File: src/rtl/exec_pkg.sv
// Shared definitions for the execute/write-back stage.
// Provides the opcode encoding, the FSM state encoding and the opcode width.
package exec_pkg;

    localparam int unsigned OPCODE_WIDTH = 3;

    // ALU operation select.
    typedef enum logic [OPCODE_WIDTH-1:0] {
        OP_ADD = 3'b000,
        OP_SUB = 3'b001,
        OP_AND = 3'b010,
        OP_OR  = 3'b011,
        OP_XOR = 3'b100,
        OP_SHL = 3'b101,
        OP_SHR = 3'b110,
        OP_LDI = 3'b111
    } opcode_e;

    // Execute-stage sequencing.
    typedef enum logic [1:0] {
        ST_IDLE = 2'b00,
        ST_READ = 2'b01,
        ST_EXEC = 2'b10,
        ST_WB   = 2'b11
    } state_e;

endpackage : exec_pkg

File: src/rtl/exec_alu.sv
// Combinational ALU for the execute stage.
// Ports:
//   a, b      - source operands (rs, rt values)
//   imm       - immediate used by LDI
//   opcode    - operation select
//   result_c  - operation result, modulo 2^DATA_WIDTH
//   zero_c    - result equals zero
//   carry_c   - carry-out / borrow / shifted-out bit, 0 for logic ops and LDI
module exec_alu
    import exec_pkg::*;
#(
    parameter int unsigned DATA_WIDTH = 8
) (
    input  logic [DATA_WIDTH-1:0] a,
    input  logic [DATA_WIDTH-1:0] b,
    input  logic [DATA_WIDTH-1:0] imm,
    input  opcode_e               opcode,
    output logic [DATA_WIDTH-1:0] result_c,
    output logic                  zero_c,
    output logic                  carry_c
);

    // One extra bit catches carry-out on ADD and borrow on SUB.
    logic [DATA_WIDTH:0] wide_c;

    // Operation decode.
    always_comb begin
        result_c = '0;
        carry_c  = 1'b0;
        wide_c   = '0;
        case (opcode)
            OP_ADD: begin
                wide_c   = {1'b0, a} + {1'b0, b};
                result_c = wide_c[DATA_WIDTH-1:0];
                carry_c  = wide_c[DATA_WIDTH];
            end
            OP_SUB: begin
                wide_c   = {1'b0, a} - {1'b0, b};
                result_c = wide_c[DATA_WIDTH-1:0];
                carry_c  = wide_c[DATA_WIDTH];
            end
            OP_AND: result_c = a & b;
            OP_OR:  result_c = a | b;
            OP_XOR: result_c = a ^ b;
            OP_SHL: begin
                result_c = {a[DATA_WIDTH-2:0], 1'b0};
                carry_c  = a[DATA_WIDTH-1];
            end
            OP_SHR: begin
                result_c = {1'b0, a[DATA_WIDTH-1:1]};
                carry_c  = a[0];
            end
            OP_LDI: result_c = imm;
            default: begin
                result_c = '0;
                carry_c  = 1'b0;
            end
        endcase
    end

    assign zero_c = (result_c == '0);

endmodule : exec_alu

File: src/rtl/exec_unit.sv
// Multi-cycle execute/write-back stage wrapped around an external register file.
// Sequence per instruction: IDLE -> READ -> EXEC -> WB -> IDLE.
// Ports:
//   clk, reset               - clock, asynchronous active-high reset
//   start                    - instruction valid, honoured only in IDLE
//   opcode, rd, rs, rt, imm  - decoded instruction fields
//   busy                     - high in every state except IDLE
//   done                     - one-cycle pulse in the write-back cycle
//   zero, carry              - flags of the last completed operation
//   rf_r_addr, rf_r2_addr    - register file read addresses (latched rs, rt)
//   rf_r_data, rf_r2_data    - register file combinational read data
//   rf_wr_en                 - register file write enable (WB only)
//   rf_w_addr, rf_w_data     - write address (latched rd) and result
module exec_unit
    import exec_pkg::*;
#(
    parameter int unsigned DATA_WIDTH = 8,
    parameter int unsigned ADDR_WIDTH = 3
) (
    input  logic                    clk,
    input  logic                    reset,
    input  logic                    start,
    input  logic [OPCODE_WIDTH-1:0] opcode,
    input  logic [ADDR_WIDTH-1:0]   rd,
    input  logic [ADDR_WIDTH-1:0]   rs,
    input  logic [ADDR_WIDTH-1:0]   rt,
    input  logic [DATA_WIDTH-1:0]   imm,
    output logic                    busy,
    output logic                    done,
    output logic                    zero,
    output logic                    carry,
    output logic [ADDR_WIDTH-1:0]   rf_r_addr,
    output logic [ADDR_WIDTH-1:0]   rf_r2_addr,
    input  logic [DATA_WIDTH-1:0]   rf_r_data,
    input  logic [DATA_WIDTH-1:0]   rf_r2_data,
    output logic                    rf_wr_en,
    output logic [ADDR_WIDTH-1:0]   rf_w_addr,
    output logic [DATA_WIDTH-1:0]   rf_w_data
);

    state_e                  state_q;
    state_e                  state_d;
    logic                    accept_c;
    logic                    capture_c;
    logic                    commit_c;

    opcode_e                 op_q;
    logic [DATA_WIDTH-1:0]   imm_q;
    logic [DATA_WIDTH-1:0]   a_q;
    logic [DATA_WIDTH-1:0]   b_q;

    logic [DATA_WIDTH-1:0]   alu_result_c;
    logic                    alu_zero_c;
    logic                    alu_carry_c;

    // State register.
    always_ff @(posedge clk or posedge reset) begin
        if (reset) begin
            state_q <= ST_IDLE;
        end else begin
            state_q <= state_d;
        end
    end

    // Next state and per-state strobes.
    always_comb begin
        state_d   = state_q;
        accept_c  = 1'b0;
        capture_c = 1'b0;
        commit_c  = 1'b0;
        case (state_q)
            ST_IDLE: begin
                if (start) begin
                    state_d  = ST_READ;
                    accept_c = 1'b1;
                end
            end
            ST_READ: begin
                state_d   = ST_EXEC;
                capture_c = 1'b1;
            end
            ST_EXEC: begin
                state_d  = ST_WB;
                commit_c = 1'b1;
            end
            ST_WB:   state_d = ST_IDLE;
            default: state_d = ST_IDLE;
        endcase
    end

    // Status decodes straight from the state register, no added latency.
    assign busy     = (state_q != ST_IDLE);
    assign done     = (state_q == ST_WB);
    assign rf_wr_en = (state_q == ST_WB);

    // Instruction latches, operand capture, result and flag registers.
    // Read addresses are the latched rs/rt, so they are already valid in READ
    // and hold their value afterwards.
    always_ff @(posedge clk or posedge reset) begin
        if (reset) begin
            op_q       <= OP_ADD;
            imm_q      <= '0;
            rf_r_addr  <= '0;
            rf_r2_addr <= '0;
            rf_w_addr  <= '0;
            a_q        <= '0;
            b_q        <= '0;
            rf_w_data  <= '0;
            zero       <= 1'b0;
            carry      <= 1'b0;
        end else begin
            if (accept_c) begin
                op_q       <= opcode_e'(opcode);
                imm_q      <= imm;
                rf_r_addr  <= rs;
                rf_r2_addr <= rt;
                rf_w_addr  <= rd;
            end
            if (capture_c) begin
                a_q <= rf_r_data;
                b_q <= rf_r2_data;
            end
            if (commit_c) begin
                rf_w_data <= alu_result_c;
                zero      <= alu_zero_c;
                carry     <= alu_carry_c;
            end
        end
    end

    exec_alu #(
        .DATA_WIDTH (DATA_WIDTH)
    ) u_alu (
        .a        (a_q),
        .b        (b_q),
        .imm      (imm_q),
        .opcode   (op_q),
        .result_c (alu_result_c),
        .zero_c   (alu_zero_c),
        .carry_c  (alu_carry_c)
    );

endmodule : exec_unit

File: config.mk
export PLATFORM = sky130hd
export DESIGN_NAME = exec_unit
export DESIGN_NICKNAME = d
export VERILOG_FILES = /design/src/rtl/exec_pkg.sv /design/src/rtl/exec_alu.sv /design/src/rtl/exec_unit.sv
export SDC_FILE = /design/constraint.sdc
export NUM_CORES = 1
export LEC_CHECK = 0
export CORE_MARGIN = 2
export CORE_UTILIZATION = 58
export CTS_CLUSTER_DIAMETER = 50
export DETAILED_ROUTE_END_ITERATION = 10
export HOLD_SLACK_MARGIN = 0.02
export PLACE_DENSITY = 0.87
export SLEW_MARGIN = 20
export SYNTH_ARGS = -nofsm -noshare
export SYNTH_HDL_FRONTEND = slang
export SYNTH_HIERARCHICAL = 1
export SYNTH_SLANG_ARGS = --single-unit
File: constraint.sdc
create_clock -name clk -period 4.08 [get_ports clk]
set_input_delay 0.612 -clock clk [delete_from_list [all_inputs] [get_ports clk]]
set_output_delay 0.612 -clock clk [all_outputs]
set_load 0.05 [all_outputs]
==> After elaboration in Yosys (flattened, before gate mapping) <==
Cells that the tools add are included.
Widths: inputs -> output; s select.
{ "op_classes": {"n_addsub": 2, "multipliers": 0, "n_div": 0, "magnitude_cmp": 0, "eq_ne": 11, "shifts": 0, "n_mux": 8, "bitwise": 3, "n_reduce_logical": 4} }
{ "ops": {"columns": ["op", "n"], "rows": [
  ["$pmux 8 s8", 1],
  ["$eq 3x3->1 const B", 4],
  ["$add 8x8->9", 1],
  ["$sub 8x8->9", 1],
  ["$and 8x8->8", 1],
  ["$logic_not 8->1", 1],
  ["$or 8x8->8", 1],
  ["$pmux 2 s4", 1],
  ["$xor 8x8->8", 1],
  ["$eq 3x2->1 const B", 2],
  ["$eq 2x2->1 const B", 2],
  ["$mux 1", 4],
  ["$pmux 1 s4", 1],
  ["$eq 3x1->1 const B", 1],
  ["$logic_not 3->1", 1],
  ["$eq 2x1->1 const B", 1],
  ["$logic_not 2->1", 1],
  ["$mux 2", 1],
  ["$ne 2x2->1 const B", 1],
  ["$reduce_bool 2->1", 1]
]} }
{ "totals": {"reg_bits": 48, "latchBits": 0, "mem_bits_rw": 0, "romBits": 0, "in_bits": 39, "output_inout_bits": 22, "wordCells": 39, "n_memories": 0} }

==> Longest topological paths before layout <==
Gate-level depths: netlist of run 1.
{ "logic_depth": {"depth_word": 3, "depth_mapped": 12, "ltp_nobuf": 12} }

==> Cells and area by module <==
Netlist of run 1, hierarchy kept.
{ "modules_own_cells": {"columns": ["module", "instances", "cells_per_inst", "area_each_um2", "seq_area_each_um2"], "rows": [
  ["exec_unit", 1, 112, 1950.6, 1201.2],
  ["exec_alu", 1, 201, 1471.4, 0.0]
]} }

==> Worst setup path before layout of run 1 <==
Ideal clock, no wire load.
{ "synth_timing": {"path_kind": "register -> register", "startpoint": "register a_q[4]", "endpoint": "register zero", "setup_ps": 125, "arrival_ps": 2314, "setup_slack_ps": 1641, "stages_incl_launch_ff": 12, "n_path_buf": 1, "period_less_slack_ps": 2439, "path_cell_list": "dfrtp_1 > inv_1 > ha_1 > buf_4 > nor2_1 > a211o_1 > a31oi_1 > o21ai_0 > a221oi_4 > nor3_2 > nor4b_4 > mux2_2"} }
{ "synth_between": {"elab_chain_cells": 3, "word_cells_on_any_way": 7, "cone_classes": "add/sub: 2; mux: 1; bitwise: 3; reduce/logical: 1"} }
{ "synth_rtl": {"columns": ["element", "line_no", "text"], "rows": [
  ["start, declared", "exec_unit.sv:49", "logic [DATA_WIDTH-1:0] a_q;"],
  ["start signal, assigned", "exec_unit.sv:120", "a_q <= rf_r_data;"],
  ["$sub 8x8->9 or $add 8x8->9 (tied branches)", "exec_alu.sv:38, exec_alu.sv:33", null],
  ["$pmux 8 s8 (*)", "exec_alu.sv:31", "case (opcode)"],
  ["named net alu_result_c[5]", "exec_unit.sv:52", "logic [DATA_WIDTH-1:0] alu_result_c;"],
  ["$logic_not 8->1 (*)", "exec_alu.sv:61", "assign zero_c = (result_c == '0);"],
  ["named net alu_zero_c", "exec_unit.sv:53", "logic alu_zero_c;"],
  ["end signal, assigned", "exec_unit.sv:125", "zero <= alu_zero_c;"],
  ["end, declared", "exec_unit.sv:30", "output logic zero,"]
]} }
Mark *: on every way through the listed nets, which the timed path passes. The rest lies on a longest branch.
A chain may end at the register's enable or synchronous reset.

==> Worst setup path in the final report of run 1 <==
Same ends and word-level chain as after synthesis.

==> impl_metrics.py, run 1 <==
metrics = {
    "run_status": {
        "status": "finished, final reports clean",
    },
    "synthesis": {
        "synth-edff-count": 0,
        "synthesis.nets": 382,
        "yosysWarnings": 6,
        "avgSynthCellArea_um2": 10.9,
        "synthFlopType": "dfrtp_1",
        "synth_cells": 313,
        "ys_seq_area_frac": 0.351,
        "synth_cell_type_count": 58,
        "synth-seq-cells": 48,
        "async_flop_share": 1.00,
        "synth_area_mm2": 0.00342,
    },
    "clocking": {
        "cts_buffers": 5,
        "cts_buffer_depth": 2,
        "cts_setup_buffers": 0,
        "cts_resized": 0,
        "cts.sinks": 48,
        "cts_tree": "yes",
        "root_buffer": "clkbuf_8",
        "htree_levels": 2,
        "holdBufCountCts": 0,
        "clk_pin_slew_ns": 0.10,
        "insertion_delay_ns": 0.30,
    },
    "setup_path": {
        "r2r_start": "a_q[4]",
        "r2r_slack_ns": 1.26,
        "cp-endpoint": "zero",
        "slowest_stage": "ha_1",
        "worstReg2RegEnd": "zero",
        "crit_start": "a_q[4]",
        "path_class": "reg2reg",
        "reg2reg_depth": 10,
        "cp-end-kind": "register",
        "cp_max_fo": 9,
        "arrival_ns": 3.01,
        "worst_path_largest_cell_delay_ns": 0.46,
        "cp-start-kind": "register",
        "worstPathCellList": "inv_1 > ha_1 > nor2_1 > a211o_1 > a31oi_1 > o21ai_0 > a221oi_4 > nor3_2 > nor4b_4 > mux2_2",
        "critPathRequiredTime_ns": 4.27,
    },
    "die": {
        "ios": 61,
        "die_h_um": 80.8,
        "design.core.area_mm2": 0.00561,
        "die_area_mm2": 0.00653,
        "die-width_um": 80.8,
        "rows": 27,
        "start_util": 0.610,
    },
    "sta": {
        "fin_worst_skew_ns": 0.00627,
        "min_period_ns": 2.82,
        "setup_slack_ns": 1.26,
        "drv_slew": 0,
        "fmax_mhz": 355,
        "worst_slew_pin_slew_ns": 0.865,
        "slew-limit-headroom": 0.424,
        "finalHoldViolCount": 0,
        "post-route-period-util": 0.691,
        "fin_setup_tns_ns": 0,
        "rsz0062_at_grt": "no",
        "setup-violations-final": 0,
    },
    "final_layout": {
        "area_growth_syn_to_layout_pct": 19.5,
        "layout.nets": 432,
        "layout_commonest_cell": "clkdlybuf4s50_1",
        "layout_common_cells": "60 x clkdlybuf4s50_1, 48 x dfrtp_1, 30 x inv_1",
        "drive_gt1_frac": 0.203,
        "utilization": 0.729,
        "design_area_mm2": 0.00409,
        "antenna_cells": 0,
    },
    "detailed_routing": {
        "first_pass_iters": 5,
        "routed_wl_mm": 7.92,
        "ant_nets": 0,
        "viasPerCell": 5.85,
        "drt_first_iter_violations": 200,
        "drc": 0,
        "vias": 2551,
        "wl_per_cell_um": 18.2,
    },
    "worst_hold_path": {
        "worstHoldPathType": "reg2reg",
    },
    "place": {
        "placed_cell_area_mm2": 0.00397,
        "dpl.hpwl_mm": 5.98,
        "io_buffers": 60,
        "pre_cts_ws_ns": 1.29,
        "gp_congestion": 0.938,
    },
    "global_routing": {
        "antenna_found_initial": 0,
        "overflow": 0,
        "track_usage": 0.253,
        "grt_pass1_wl_mm": 12.6,
        "grt_pass1_vias": 2625,
        "grt_max_degree": 49,
    },
    "job": {
        "cap_violations": 0,
    },
}
## layer usage
metal	vias up	wire length, um	global-route usage
met1	1239	3380	0.336
met4	0	97	0.0627
met3	14	499	0.0422
met5	-	0	0
met2	98	3940	0.433
li1	1200	-	-
## synthesized netlist by cell type (2+ instances only)
library cell  instances  area share
a32oi_1               2      0.0051
o22ai_1               2      0.0037
a21oi_1               7       0.010
buf_6                 8       0.026
a21o_1                3      0.0066
o311a_1               2      0.0059
nor2_1               15       0.016
o211ai_1              3      0.0066
ha_1                 28        0.10
a22oi_1               3      0.0066
fa_1                  2       0.012
mux2_2               27       0.089
nor3_1                6      0.0088
nand2_1              12       0.013
mux2_4               20       0.088
or3_1                 3      0.0055
a32o_1                2      0.0059
buf_2                 5      0.0073
o21bai_1              3      0.0066
nand2b_1              4      0.0073
a211oi_1              3      0.0066
dfrtp_1              48        0.35
a211o_1               3      0.0077
buf_4                 5       0.011
o31ai_1               2      0.0044
a21oi_2               2      0.0051
o21ai_0               8       0.012
mux4_2                2       0.013
nand4_1               2      0.0037
inv_1                31       0.034
xnor2_1               2      0.0051
xor2_1                2      0.0051
o21ai_1               4      0.0059
a31oi_1               3      0.0055
mux2i_1               7       0.020
nand3_1               8       0.012
nor2b_1               3      0.0055
## layout make-up
cell class | count | area [um2]
well taps | 72 | 90.1
multi-input cells | 213 | 1940
inverters | 33 | 128
repair buffers | 62 | 616
flip-flops and latches | 48 | 1200
clock inverters | 3 | 47.5
clock buffers | 5 | 68.8
fillers | 442 | 1520
## cell families after synthesis
group | Yosys count | synth area share
AOI/OAI and AO/OA | 62 | 0.136
and+or+nand+nor | 61 | 0.0954
buffers and inverters | 52 | 0.0826
muxes | 56 | 0.210
xor gates and xnor gates | 4 | 0.0102
adders and majority gates | 30 | 0.114
DFF | 48 | 0.351
## worst min path at each step
stage                     slack [ns]            end     startpoint  depth (start not counted)
after floorplan                 0.48       imm_q[0]       imm_q[0]                          1
after global placement          0.49  rf_r2_addr[0]  rf_r2_addr[0]                          1
after detailed placement        0.50   rf_w_data[2]   rf_w_data[2]                          1
after CTS                       0.52   rf_w_data[2]   rf_w_data[2]                          1
after global routing            0.54          carry          carry                          1
final                           0.51   rf_w_data[2]   rf_w_data[2]                          1
## worst max-delay path: cells and delay by family, from the launching register on
family | cells | cell delay [ns]
AND/OR/NAND/NOR | 3 | 0.33
buffers and inverters | 1 | 0.10
flip-flops | 1 | 0.43
adder cells (fa/ha/maj) | 1 | 0.46
AO/OA/AOI/OAI | 4 | 1.12
multiplexers | 1 | 0.27
## flip-flops by register name (all words and copies together) (netlist names), 2 cells and up
register	cells
a_q	8
b_q	8
imm_q	8
op_q	3
rf_r2_addr	3
rf_r_addr	3
rf_w_addr	3
rf_w_data	8
state_q	2
## metrics by stage
step | hold slack, ns | std cells
floorplan | 0.476 | 313
global placement | 0.490 | 428
detailed placement | 0.495 | 428
CTS | 0.518 | 436
global route | 0.536 | 436
finish | 0.514 | 436
Power of run 1 is not shown: default switching activity piles up to over one toggle a cycle in this logic, so the estimate is an artifact.
==> run 2: changes to the inputs <==
--- a/config.mk
+++ b/config.mk
@@ -6,11 +6,11 @@
 export NUM_CORES = 1
 export LEC_CHECK = 0
 export CORE_MARGIN = 2
-export CORE_UTILIZATION = 58
+export CORE_UTILIZATION = 53
 export CTS_CLUSTER_DIAMETER = 50
 export DETAILED_ROUTE_END_ITERATION = 10
 export HOLD_SLACK_MARGIN = 0.02
-export PLACE_DENSITY = 0.87
+export PLACE_DENSITY = 0.8
 export SLEW_MARGIN = 20
 export SYNTH_ARGS = -nofsm -noshare
 export SYNTH_HDL_FRONTEND = slang
==> constraint.sdc (replaced) <==
create_clock -name clk -period 2.6 [get_ports clk]
set_input_delay 0.39 -clock clk [delete_from_list [all_inputs] [get_ports clk]]
set_output_delay 0.39 -clock clk [all_outputs]
set_load 0.05 [all_outputs]
==> run 2 against run 1 <==
Effect of this change:
- first-iteration DRC count down 14%
- via count up 5.8%
- maximum frequency up 12%
- flip-flop and latch count unchanged
- worst hold slack worse by 0.094 ns
- cell count up 7.6%
- sequential share of layout area down 2.1 points
- count of clock-buffer cells in the layout unchanged
- global-route usage down 1.0 points
- routed wire length up 11%
- core utilization down 3.2 points
- non-clock buffer count up 28
==> impl_metrics.py, run 2 (synthesis gave the netlist of run 1 again) <==
metrics = {
    "detailed_routing": {
        "first_pass_iters": 5,
        "vias": 2699,
        "viasPerCell": 5.75,
        "drc": 0,
        "routed_wl_mm": 8.76,
        "drt_first_iter_violations": 173,
        "wl_per_cell_um": 18.7,
        "ant_nets": 0,
    },
    "die": {
        "rows": 29,
        "ios": 61,
        "design.core.area_mm2": 0.00631,
        "start_util": 0.542,
        "die-width_um": 84.4,
        "die_h_um": 84.4,
        "die_area_mm2": 0.00712,
    },
    "global_routing": {
        "grt_pass1_wl_mm": 13.9,
        "track_usage": 0.243,
        "grt_max_degree": 28,
        "overflow": 0,
        "grt_pass1_vias": 2844,
        "antenna_found_initial": 0,
    },
    "setup_path": {
        "r2r_slack_ns": 0.08,
        "reg2reg_depth": 10,
        "path_class": "reg2reg",
        "cp_max_fo": 4,
        "critPathRequiredTime_ns": 2.80,
        "cp-end-kind": "register",
        "arrival_ns": 2.71,
        "cp-start-kind": "register",
    },
    "sta": {
        "slew-limit-headroom": 0.496,
        "finalHoldViolCount": 0,
        "post-route-period-util": 0.968,
        "worst_slew_pin_slew_ns": 0.754,
        "drv_slew": 0,
        "fmax_mhz": 397,
        "setup-violations-final": 0,
        "hold-worst-slack_ns": 0.420,
        "fin_setup_tns_ns": 0,
        "min_period_ns": 2.52,
        "fin_worst_skew_ns": 0.00664,
    },
    "worst_hold_path": {
        "worstHoldPathType": "in2async",
    },
    "final_layout": {
        "multiInputGateArea_mm2": 0.00204,
        "fillCellCount": 513,
        "drive_gt1_frac": 0.314,
        "antenna_cells": 0,
        "layout.nets": 460,
        "area_growth_syn_to_layout_pct": 28.7,
        "seqCellArea_mm2": 0.00120,
        "design_area_mm2": 0.00440,
        "layout_commonest_cell": "clkdlybuf4s50_1",
        "layout_common_cells": "60 x clkdlybuf4s50_1, 47 x dfrtp_1, 28 x buf_4",
        "finalNonFillerCells": 469,
    },
    "clocking": {
        "clk_pin_slew_ns": 0.10,
        "cts_buffer_depth": 2,
        "cts.sinks": 48,
        "root_buffer": "clkbuf_8",
        "cts_tree": "yes",
        "holdBufCountCts": 0,
        "cts_buffers": 5,
        "htree_levels": 2,
        "insertion_delay_ns": 0.31,
    },
    "place": {
        "dpl.hpwl_mm": 6.48,
        "placed_cell_area_mm2": 0.00414,
        "gp_congestion": 0.970,
        "io_buffers": 60,
        "placedCellCount": 451,
    },
    "run_status": {
        "status": "finished, final reports clean",
    },
    "job": {
        "cap_violations": 0,
    },
}
## run 2: cell count changes in the layout (fill, tap and decap cells not counted), sizes merged
cell    change
buf        +28
inv         +1
bufinv      -1
## run 2: path summary, 6_finish.rpt
check	start	to
max in group asynchronous	reset	a_q[6]
setup / recovery	a_q[3]	zero
hold / removal	reset	a_q[0]
setup reg to reg	a_q[3]	zero
hold reg to reg	rf_w_data[2]	rf_w_data[2]
min in group clk	rf_w_data[2]	rf_w_data[2]
## run 2: metrics by stage
stage / utilization / worst slack [ns]
after floorplan: - / 0.161
after global placement: 0.655 / 0.0603
after detailed placement: 0.655 / 0.00109
after CTS: 0.670 / 0.00747
after global routing: 0.698 / -0.0332
final: 0.698 / 0.0842
## run 2: layout make-up
cell class | instances | area share
multi-input combinational | 213 | 0.463
sequential | 48 | 0.273
timing repair buffer | 90 | 0.193
inverter | 33 | 0.0287
tap | 77 | 0.0219
clock buffer | 5 | 0.0156
clock inverter | 3 | 0.00426
## run 2: what timing repair did
item | 4_1_cts | 5_1_grt
pin swaps | 0 | 11
buffers inserted | 0 | 10
setup endpoints to repair | 1 | 2
gates cloned | 0 | 0
gates resized for setup | 1 | 25
## run 2: metal layers
layer | vias to the layer above | global-route usage | part of all wire | wire length (um)
met4 | 0 | 0.113 | 0.023 | 203
li1 | 1260 | - | - | -
met5 | - | 0 | 0 | 0
met3 | 17 | 0.0344 | 0.046 | 406
met1 | 1329 | 0.304 | 0.43 | 3730
met2 | 93 | 0.416 | 0.51 | 4420
## run 2: worst max-delay path, cell delays in order (launching register included)
cell and delay, ns:
dfrtp_1 0.43, buf_4 0.15, ha_1 0.24, nor2b_1 0.16, a211o_1 0.30, a31oi_4 0.20
o21ai_1 0.13, a221oi_4 0.32, nor3_2 0.08, nor4b_4 0.14, mux2_4 0.27
Power of run 2 is left out for the same reason.
==> run 3: changes to the inputs <==
--- a/config.mk
+++ b/config.mk
@@ -5,7 +5,7 @@
 export SDC_FILE = /design/constraint.sdc
 export NUM_CORES = 1
 export LEC_CHECK = 0
-export CORE_MARGIN = 2
+export CORE_MARGIN = 3
 export CORE_UTILIZATION = 53
 export CTS_CLUSTER_DIAMETER = 50
 export DETAILED_ROUTE_END_ITERATION = 10
==> run 3 against run 2 <==
Effect of this change:
- count of clock-buffer cells in the layout stayed put
- highest routed layer unchanged
- maximum frequency is 1.9% lower
- worst hold slack better by 0.025 ns
==> impl_metrics.py, run 3 (synthesis gave the netlist of run 1 again) <==
metrics = {
    "global_routing": {
        "grt_pass1_vias": 2640,
        "track_usage": 0.221,
        "grt_pass1_wl_mm": 13.1,
        "grt_max_degree": 26,
        "antenna_found_initial": 0,
        "overflow": 0,
    },
    "clocking": {
        "insertion_delay_ns": 0.30,
        "clk_pin_slew_ns": 0.10,
        "root_buffer": "clkbuf_8",
        "cts.sinks": 48,
        "cts_buffer_depth": 2,
        "htree_levels": 2,
        "cts_tree": "yes",
        "holdBufCountCts": 0,
        "cts_buffers": 5,
    },
    "final_layout": {
        "layout_common_cells": "60 x clkdlybuf4s50_1, 47 x dfrtp_1, 29 x inv_1",
        "antenna_cells": 0,
        "fillCellCount": 456,
        "drive_gt1_frac": 0.270,
        "layout.nets": 453,
        "area_growth_syn_to_layout_pct": 26.9,
        "layout_commonest_cell": "clkdlybuf4s50_1",
        "utilization": 0.713,
    },
    "place": {
        "dpl.hpwl_mm": 6.25,
        "io_buffers": 60,
        "gp_congestion": 0.991,
    },
    "die": {
        "start_util": 0.561,
        "rows": 28,
        "ios": 61,
        "die_h_um": 86.4,
        "die_area_mm2": 0.00746,
        "die-width_um": 86.4,
        "design.core.area_mm2": 0.00610,
    },
    "sta": {
        "fmax_mhz": 390,
        "min_period_ns": 2.57,
        "setup-violations-final": 0,
        "finalHoldViolCount": 0,
        "slew-limit-headroom": 0.498,
        "fin_worst_skew_ns": 0.00839,
        "worst_slew_pin_slew_ns": 0.750,
        "rsz0062_at_grt": "yes",
        "drv_slew": 0,
        "post-route-period-util": 0.987,
        "hold-worst-slack_ns": 0.445,
    },
    "setup_path": {
        "worstPathCellList": "inv_1 > ha_1 > inv_1 > buf_4 > o21ai_1 > o32ai_1 > a22oi_1 > or3_1 > nor3_2 > nor4b_4 > mux2_4",
        "cp-start-kind": "register",
        "critPathRequiredTime_ns": 2.84,
        "path_class": "reg2reg",
        "cp-end-kind": "register",
        "cp_num_cells": 11,
        "arrival_ns": 2.80,
        "crit_family": "simple AND/OR/NAND/NOR gates",
        "cp_max_fo": 6,
        "path_buf_inv": 3,
        "reg2reg_depth": 11,
        "slowest_stage": "dfrtp_1",
        "worst_path_largest_cell_delay_ns": 0.45,
        "critPathMostFrequentCell": "inv_1",
    },
    "run_status": {
        "status": "finished, final reports clean",
    },
    "detailed_routing": {
        "routed_wl_mm": 8.08,
        "ant_nets": 0,
        "viasPerCell": 5.66,
        "wl_per_cell_um": 17.6,
        "first_pass_iters": 5,
        "drc": 0,
        "vias": 2604,
        "drt_first_iter_violations": 114,
    },
    "job": {
        "cap_violations": 0,
    },
    "worst_hold_path": {
        "worstHoldPathType": "in2async",
    },
}
==> run 3: changes by cell type in the layout (fill, tap and decap cells not counted), moves of 4 or more <==
| cell | before | now |
|---|---|---|
| inv_2 | 8 | 3 |
| ha_1 | 23 | 27 |
| buf_4 | 28 | 21 |
| inv_1 | 24 | 29 |
==> run 3: timing repair <==
action | CTS | global route
resized for setup | 2 | 9
setup buffers | 0 | 2
endpoints found under the setup margin | 1 | 3
pin swaps | 0 | 4
==> run 3: cell type report <==
class                   instances  area, um2  share of cell area
multi-input cells             213       1990               0.457
flip-flops and latches         48       1200               0.277
repair buffers                 83        798               0.184
inverters                      33        126              0.0291
well taps                      75       93.8              0.0216
clock buffers                   5       68.8              0.0158
clock inverters                 3       68.8              0.0158
==> run 3: through the flow <==
stage / area (um2) / TNS, ns / worst slack, ns / instances
after floorplan: 3420 / 0 / 0.161 / 313
after global placement: 4140 / -0.00643 / -0.00643 / 450
after detailed placement: 4140 / 0 / 0.0126 / 450
after CTS: 4290 / 0 / 0.00968 / 458
after global routing: 4340 / -0.136 / -0.136 / 460
final: 4340 / 0 / 0.0349 / 460
==> run 3: path summary, 6_finish.rpt <==
path,slack (ns),from,to
max in group asynchronous,1.65,reset,rf_w_data[6]
worst min register to register,0.52,rf_w_addr[1],rf_w_addr[1]
min in group clk,0.52,rf_w_addr[1],rf_w_addr[1]
worst max-delay path,0.03,a_q[2],zero
worst min-delay path,0.45,reset,rf_r2_addr[1]
worst max register to register,0.03,a_q[2],zero
==> run 3: worst reg2reg max path, cell delays in order, from the launching register on <==
cell and delay (ns):
dfrtp_1 0.45, inv_1 0.07, ha_1 0.30, inv_1 0.10
buf_4 0.14, o21ai_1 0.06, o32ai_1 0.28, a22oi_1 0.17
or3_1 0.34, nor3_2 0.21, nor4b_4 0.21, mux2_4 0.17
==> run 3: routing by layer <==
metal	GRT usage	vias to the layer above	routed length, um
met4	0.0552	0	65
met1	0.306	1264	3660
met5	0	-	0
li1	-	1246	-
met3	0.0352	8	416
met2	0.364	86	3950
Power of run 3 is left out for the same reason.
